<file path="src/rtl/md_sequencer.sv">
// Multi-cycle MIPS multiply/divide sequencer: radix-2 shift-add multiply and
// restoring divide over WIDTH iterations, with results written to HI/LO.
module md_sequencer #(
    parameter int WIDTH = 32
) (
    input  logic             clk_i,
    input  logic             rst_i,
    input  logic             start_i,
    input  logic [1:0]       op_i,
    input  logic [WIDTH-1:0] in1_i,
    input  logic [WIDTH-1:0] in2_i,
    input  logic             cancel_i,
    input  logic             wr_hi_i,
    input  logic             wr_lo_i,
    input  logic [WIDTH-1:0] wr_data_i,
    output logic             busy_o,
    output logic             done_o,
    output logic [WIDTH-1:0] hi_o,
    output logic [WIDTH-1:0] lo_o
);

    localparam int CNT_W = (WIDTH > 1) ? $clog2(WIDTH) : 1;
    localparam logic [CNT_W-1:0] CNT_LAST = CNT_W'(WIDTH - 1);

    typedef enum logic [1:0] {IDLE, CALC, FIXUP} state_t;

    function automatic logic [WIDTH-1:0] cond_neg(input logic [WIDTH-1:0] v, input logic neg);
        return neg ? -v : v;
    endfunction

    function automatic logic [2*WIDTH-1:0] cond_neg_wide(input logic [2*WIDTH-1:0] v, input logic neg);
        return neg ? -v : v;
    endfunction

    function automatic logic [WIDTH-1:0] magnitude(input logic [WIDTH-1:0] v, input logic is_signed);
        return (is_signed && v[WIDTH-1]) ? -v : v;
    endfunction

    state_t             state, state_nxt;
    logic [CNT_W-1:0]   count;
    logic               op_div, neg_a, neg_b, div_zero;
    logic [WIDTH-1:0]   opnd, acc_hi, acc_lo;
    logic               accept, finish, sgn_in;
    logic [WIDTH:0]     mul_sum, div_shift, div_diff;
    logic [WIDTH-1:0]   step_hi, step_lo, res_hi, res_lo;
    logic [2*WIDTH-1:0] prod;

    assign busy_o = (state != IDLE);
    assign accept = (state == IDLE) && start_i;
    // cancel wins over completion in the FIXUP cycle
    assign finish = (state == FIXUP) && !cancel_i;
    assign sgn_in = ~op_i[0];

    always_ff @(posedge clk_i) begin
        if (rst_i) state <= IDLE;
        else       state <= state_nxt;
    end

    always_comb begin
        state_nxt = state;
        case (state)
            IDLE:    if (start_i) state_nxt = CALC;
            CALC: begin
                if (cancel_i)           state_nxt = IDLE;
                else if (count == '0)   state_nxt = FIXUP;
            end
            FIXUP:   state_nxt = IDLE;
            default: state_nxt = IDLE;
        endcase
    end

    // One radix-2 iteration: acc_hi holds partial product / remainder,
    // acc_lo holds the multiplier being shifted out / quotient being shifted in.
    always_comb begin
        mul_sum   = {1'b0, acc_hi} + (acc_lo[0] ? {1'b0, opnd} : '0);
        div_shift = {acc_hi, acc_lo[WIDTH-1]};
        div_diff  = div_shift - {1'b0, opnd};
        if (op_div) begin
            if (!div_diff[WIDTH]) begin
                step_hi = div_diff[WIDTH-1:0];
                step_lo = {acc_lo[WIDTH-2:0], 1'b1};
            end else begin
                step_hi = div_shift[WIDTH-1:0];
                step_lo = {acc_lo[WIDTH-2:0], 1'b0};
            end
        end else begin
            step_hi = mul_sum[WIDTH:1];
            step_lo = {mul_sum[0], acc_lo[WIDTH-1:1]};
        end
    end

    always_comb begin
        prod = cond_neg_wide({acc_hi, acc_lo}, neg_a ^ neg_b);
        if (op_div) begin
            res_hi = cond_neg(acc_hi, neg_a);
            res_lo = div_zero ? '1 : cond_neg(acc_lo, neg_a ^ neg_b);
        end else begin
            res_hi = prod[2*WIDTH-1:WIDTH];
            res_lo = prod[WIDTH-1:0];
        end
    end

    always_ff @(posedge clk_i) begin
        if (rst_i) begin
            count    <= '0;
            op_div   <= 1'b0;
            neg_a    <= 1'b0;
            neg_b    <= 1'b0;
            div_zero <= 1'b0;
            opnd     <= '0;
            acc_hi   <= '0;
            acc_lo   <= '0;
            done_o   <= 1'b0;
            hi_o     <= '0;
            lo_o     <= '0;
        end else begin
            done_o <= finish;
            if (accept) begin
                op_div   <= op_i[1];
                neg_a    <= sgn_in & in1_i[WIDTH-1];
                neg_b    <= sgn_in & in2_i[WIDTH-1];
                div_zero <= (in2_i == '0);
                acc_hi   <= '0;
                acc_lo   <= op_i[1] ? magnitude(in1_i, sgn_in) : magnitude(in2_i, sgn_in);
                opnd     <= op_i[1] ? magnitude(in2_i, sgn_in) : magnitude(in1_i, sgn_in);
                count    <= CNT_LAST;
            end else if (state == CALC) begin
                acc_hi <= step_hi;
                acc_lo <= step_lo;
                count  <= count - 1'b1;
            end
            if (finish) begin
                hi_o <= res_hi;
                lo_o <= res_lo;
            end else if (state == IDLE) begin
                if (wr_hi_i) hi_o <= wr_data_i;
                if (wr_lo_i) lo_o <= wr_data_i;
            end
        end
    end

endmodule
</file>
<file path="config.mk">
export PLATFORM = sky130hd
export DESIGN_NAME = md_sequencer
export DESIGN_NICKNAME = d
export VERILOG_FILES = /design/src/rtl/md_sequencer.sv
export SDC_FILE = /design/constraint.sdc
export NUM_CORES = 1
export LEC_CHECK = 0
export CAP_MARGIN = 20
export CORE_MARGIN = 5
export CORE_UTILIZATION = 40
export CTS_CLUSTER_SIZE = 10
export DETAILED_ROUTE_END_ITERATION = 8
export PLACE_DENSITY = 0.57
export SYNTH_ARGS = -nofsm -noshare
export SYNTH_HDL_FRONTEND = slang
export SYNTH_SLANG_ARGS = --single-unit
</file>
<file path="constraint.sdc">
create_clock -name clk_i -period 4 [get_ports clk_i]
set_input_delay 1 -clock clk_i [delete_from_list [all_inputs] [get_ports clk_i]]
set_output_delay 1 -clock clk_i [all_outputs]
set_load 0.02 [all_outputs]
</file>
==> summary.md, run 1 <==
The family of cells with the greatest summed delay on the critical path was compound AO/OA/AOI/OAI gates. The number of vias per cell works out to 5.96. The congestion estimate from routability-driven global placement came to 0.935.

Critical register-to-register path startpoint: acc_hi[0]$_SDFFE_PP0P_. Cells with a size suffix above 1 make up 7.75% of the layout. In this run the core area contains 70 standard-cell rows. Summing all non-filler instances in the final layout gives an area of 18,000 um^2. The peak fanout along the critical path was 9; the effective utilization at floorplan was 40.7%. In this run, synthesis inferred 0 flip-flops with an integrated enable. STA classifies the critical path startpoint as a register.

The logs give 0 for the count of pins over their slew limit and 3,693 for the number of filler cells placed in the layout. The run gives 0 as the number of buffers inserted by post-CTS setup repair. The mapped cell area is 15,000 um^2.

The logs give 26.3% for the worst max-slew margin expressed relative to the limit and 0 for the final number of hold-violating endpoints. By area the synthesized netlist is led by dfxtp_1, mux2i_1, a21oi_1. Commonest non-fill, non-tap cell in the layout: nor2_1. For the post-route DRC violation count, the log shows 0. Counting distinct cell types in the post-synthesis netlist gives 87.

Counting both buffers and inverters, the worst setup path holds a total of 0. The synthesized design contains 172 register bits. The share of synthesized cell area in and, or, nand and nor gates came out at 19.5%.

The synthesized netlist devotes 6.12% of its cell area to adder and majority cells. Proportion of synthesized area in mux cells: 7.87%. The run gives 2,178 as the net count after synthesis. TritonCTS built the clock tree.

The type of the worst min-delay path is reg -> reg. The post-synthesis to final-layout area growth is 20.1%, and the total routed wirelength is 58,100 um. In this run the static leakage power is 7.26 nW. In the layout the commonest cells are nor2_1, a21oi_1, dfxtp_1.

The synthesized design devotes to its leading area cell type 23.0% of total area. For the worst supply voltage drop on vdd, the log shows 0.260 mV. The flow ran to the end, and the final reports show no timing, DRC or antenna violations. The die extent in y is 203 um, and the power per cell area is 325 nW/um^2. Accumulated negative setup slack: 0 ps. The worst path needs 3620 ps of the cycle, external delays included. The die is 203 um wide.

The longest clock path from root to sink contains 2 buffers. In this run, CTS created clock tree buffers numbering 17. Of all cell types, the one taking the most synthesized area is dfxtp_1. Pin placement for this block handled 170 I/O pins. Static timing analysis puts the maximum clock frequency at 0.276 GHz. For the pin with the worst max-slew slack, the measured transition is 1100 ps. For this run, the post-layout net count is 2,319. After synthesis, the share of flip-flops with an asynchronous set or reset is 0%. Setup violations remaining at the end of the flow were counted as 0. The first global-routing pass estimated 86,900 um of wire. Across the run, the number of max-cap violations was 0. The clock drives 172 sinks. The tools report the placeable core region as 36,800 um^2. The critical path goes through ha_1 > nor2b_1 > o21ai_0 > a211oi_1 > or4_1 > and3_1 > o41a_1 > o31ai_1 > mux2i_1 > a32oi_1. The proportion of synthesized chip area in sequential cells was 23.0%; the xor-xnor portion of the synthesized cell area was 9.78%. The number of global-route vias before repair is 14,200.

The clock arrives with 13.4 ps of skew. The element type at the critical path end is a register. The clock root buffer master was clkbuf_16. Number of antenna violations at the first check in global routing: 0. The post-synthesis compound-gate area fraction was 27.9%. In this run the most critical hold path is launched from opnd[11]$_SDFFE_PP0P_.

In this run the worst setup path begins at acc_hi[0]$_SDFFE_PP0P_. Setup repair after global routing left no endpoint under its margin. At the later pin of the worst-skew pair, clock insertion delay measures 450 ps.

The total number of vias was 15,600. After global routing the overflow that remains totals 0. The run gives 4 as the H-tree depth reported by CTS. Dominant combinational cell family by area after synthesis: compound AO/OA/AOI/OAI gates. Summing all placed instances gives a cell area of 17,400 um^2. Start-to-end type of the worst setup path: reg -> reg. In the global route stage, overall resource usage came out at 26.7%. After layout, the worst path uses 90.5% of the clock period. The floorplan step defined a die boundary enclosing 41,400 um^2. The post-cts resize count is 0, and the first-pass detailed-route iteration total is 5. Yosys printed 0 warnings. The logs give 4320 ps for the critical path required time and 0 for the antenna violation net count after detailed routing. Clock-pin slew was measured on the worst setup and hold paths at 70 ps. Input and output buffers added on the ports amount to 169. Detailed-route wire length per cell: 22.2 um.

The largest individual stage delay along the critical path comes from the cell or4_1. The stage delay of the slowest cell on the critical path works out to 650 ps. The dominant synthesized flop cell is dfxtp_1. The tools report the data arrival time of the worst path as 3950 ps. The final antenna diode count was 0. After clock tree synthesis, the flow added hold-fix buffers numbering 0. The maximum number of pins on one net before global-route repair came out at 80. The initial DRC count was 1,308; the post-synthesis average cell area was 7.47 um^2. Synthesis produced a netlist whose cell count is 2,002. The tools report the half-perimeter wire length after detailed placement as 45,800 um.
-- synthesized netlist by cell type, drive strengths merged (12+ instances only) --
cell      n
nor2    229
a21oi   195
dfxtp   172
nand2   171
o21ai   116
mux2i   112
clkbuf  108
xnor2    98
inv      80
ha       70
xor2     69
o211ai   57
a211oi   49
nor3     43
a21o     37
a221oi   34
buf      30
a31oi    26
nand3    23
nor4     23
nor2b    22
o31ai    21
or4      18
o41ai    16
nand2b   15
or3      14
and2     13
nand4    13
o21a     12
-- routing by layer --
| layer | global-route usage [%] | vias up | wire length, um |
|---|---|---|---|
| met2 | 43.0 | 581 | 26100 |
| met1 | 37.8 | 7415 | 26900 |
| met4 | 6.50 | 0 | 1280 |
| met3 | 3.96 | 56 | 3820 |
| li1 | - | 7577 | - |
| met5 | 0 | - | 0 |
-- kinds of logic after synthesis --
family,after synthesis
and+or+nand+nor,619
xor gates and xnor gates,167
muxes,117
adders and majority gates,72
buffers and inverters,219
AOI/OAI and AO/OA,636
DFF,172
-- path summary, 6_finish.rpt --
check / to / depth (start not counted) / slack, ps
worst max-delay path: acc_hi[31]$_SDFFE_PP0P_ / 10 / 380
worst min-delay path: opnd[11]$_SDFFE_PP0P_ / 2 / 460
worst max register to register: acc_hi[31]$_SDFFE_PP0P_ / 10 / 380
worst min register to register: opnd[11]$_SDFFE_PP0P_ / 2 / 460
-- where the power goes --
part	switching [mW]	total [mW]	internal [mW]
Clock	0.796	1.67	0.871
Combinational	1.30	2.19	0.896
Sequential	0.136	1.97	1.84
-- worst reg2reg max path, stage by stage, from the launching register on --
cell,delay (ps)
dfxtp_1,540
ha_1,300
nor2b_1,120
o21ai_0,310
a211oi_1,200
or4_1,650
and3_1,300
o41a_1,400
o31ai_1,320
mux2i_1,240
a32oi_1,120
-- cell type report --
cell class | count | area [um^2] | area share (%)
multi-input cells | 1611 | 10700 | 59.4
flip-flops and latches | 172 | 3450 | 19.2
repair buffers | 260 | 2390 | 13.3
well taps | 468 | 586 | 3.26
clock buffers | 18 | 429 | 2.39
inverters | 81 | 304 | 1.69
clock inverters | 13 | 133 | 0.738
-- sequential cells by signal, summed over array words and instances, names as in the netlist --
signal / flops
acc_hi: 32
neg_a: 1
div_zero: 1
neg_b: 1
acc_lo: 32
op_div: 1
state: 2
opnd: 32
lo_o: 32
hi_o: 32
count: 5
done_o: 1
-- per-stage QoR --
stage | total power, mW | cells | setup WS (ps) | hold slack [ps] | util [%]
after floorplan | 3.37 | 2002 | 763 | 432 | -
after global placement | 4.16 | 2591 | 204 | 444 | 47.3
after detailed placement | 4.17 | 2591 | 222 | 450 | 47.3
after CTS | 5.83 | 2622 | 431 | 462 | 48.8
after global routing | 6.11 | 2623 | 135 | 486 | 48.8
final | 5.83 | 2623 | 379 | 459 | 48.8
Power figures use the tool's default switching activity.
==> run 2: changes to the inputs <==
--- a/config.mk
+++ b/config.mk
@@ -8,7 +8,6 @@
 export CAP_MARGIN = 20
 export CORE_MARGIN = 5
 export CORE_UTILIZATION = 40
-export CTS_CLUSTER_SIZE = 10
 export DETAILED_ROUTE_END_ITERATION = 8
 export PLACE_DENSITY = 0.57
 export SYNTH_ARGS = -nofsm -noshare
==> results of run 2 <==
Final layout, timing and power as in run 1 (identical DEF).
==> run 3: changes to the inputs <==
--- a/config.mk
+++ b/config.mk
@@ -8,6 +8,7 @@
 export CAP_MARGIN = 20
 export CORE_MARGIN = 5
 export CORE_UTILIZATION = 40
+export CTS_CLUSTER_DIAMETER = 40
 export DETAILED_ROUTE_END_ITERATION = 8
 export PLACE_DENSITY = 0.57
 export SYNTH_ARGS = -nofsm -noshare
==> results of run 3 <==
Final layout, timing and power as in run 1 (identical DEF).
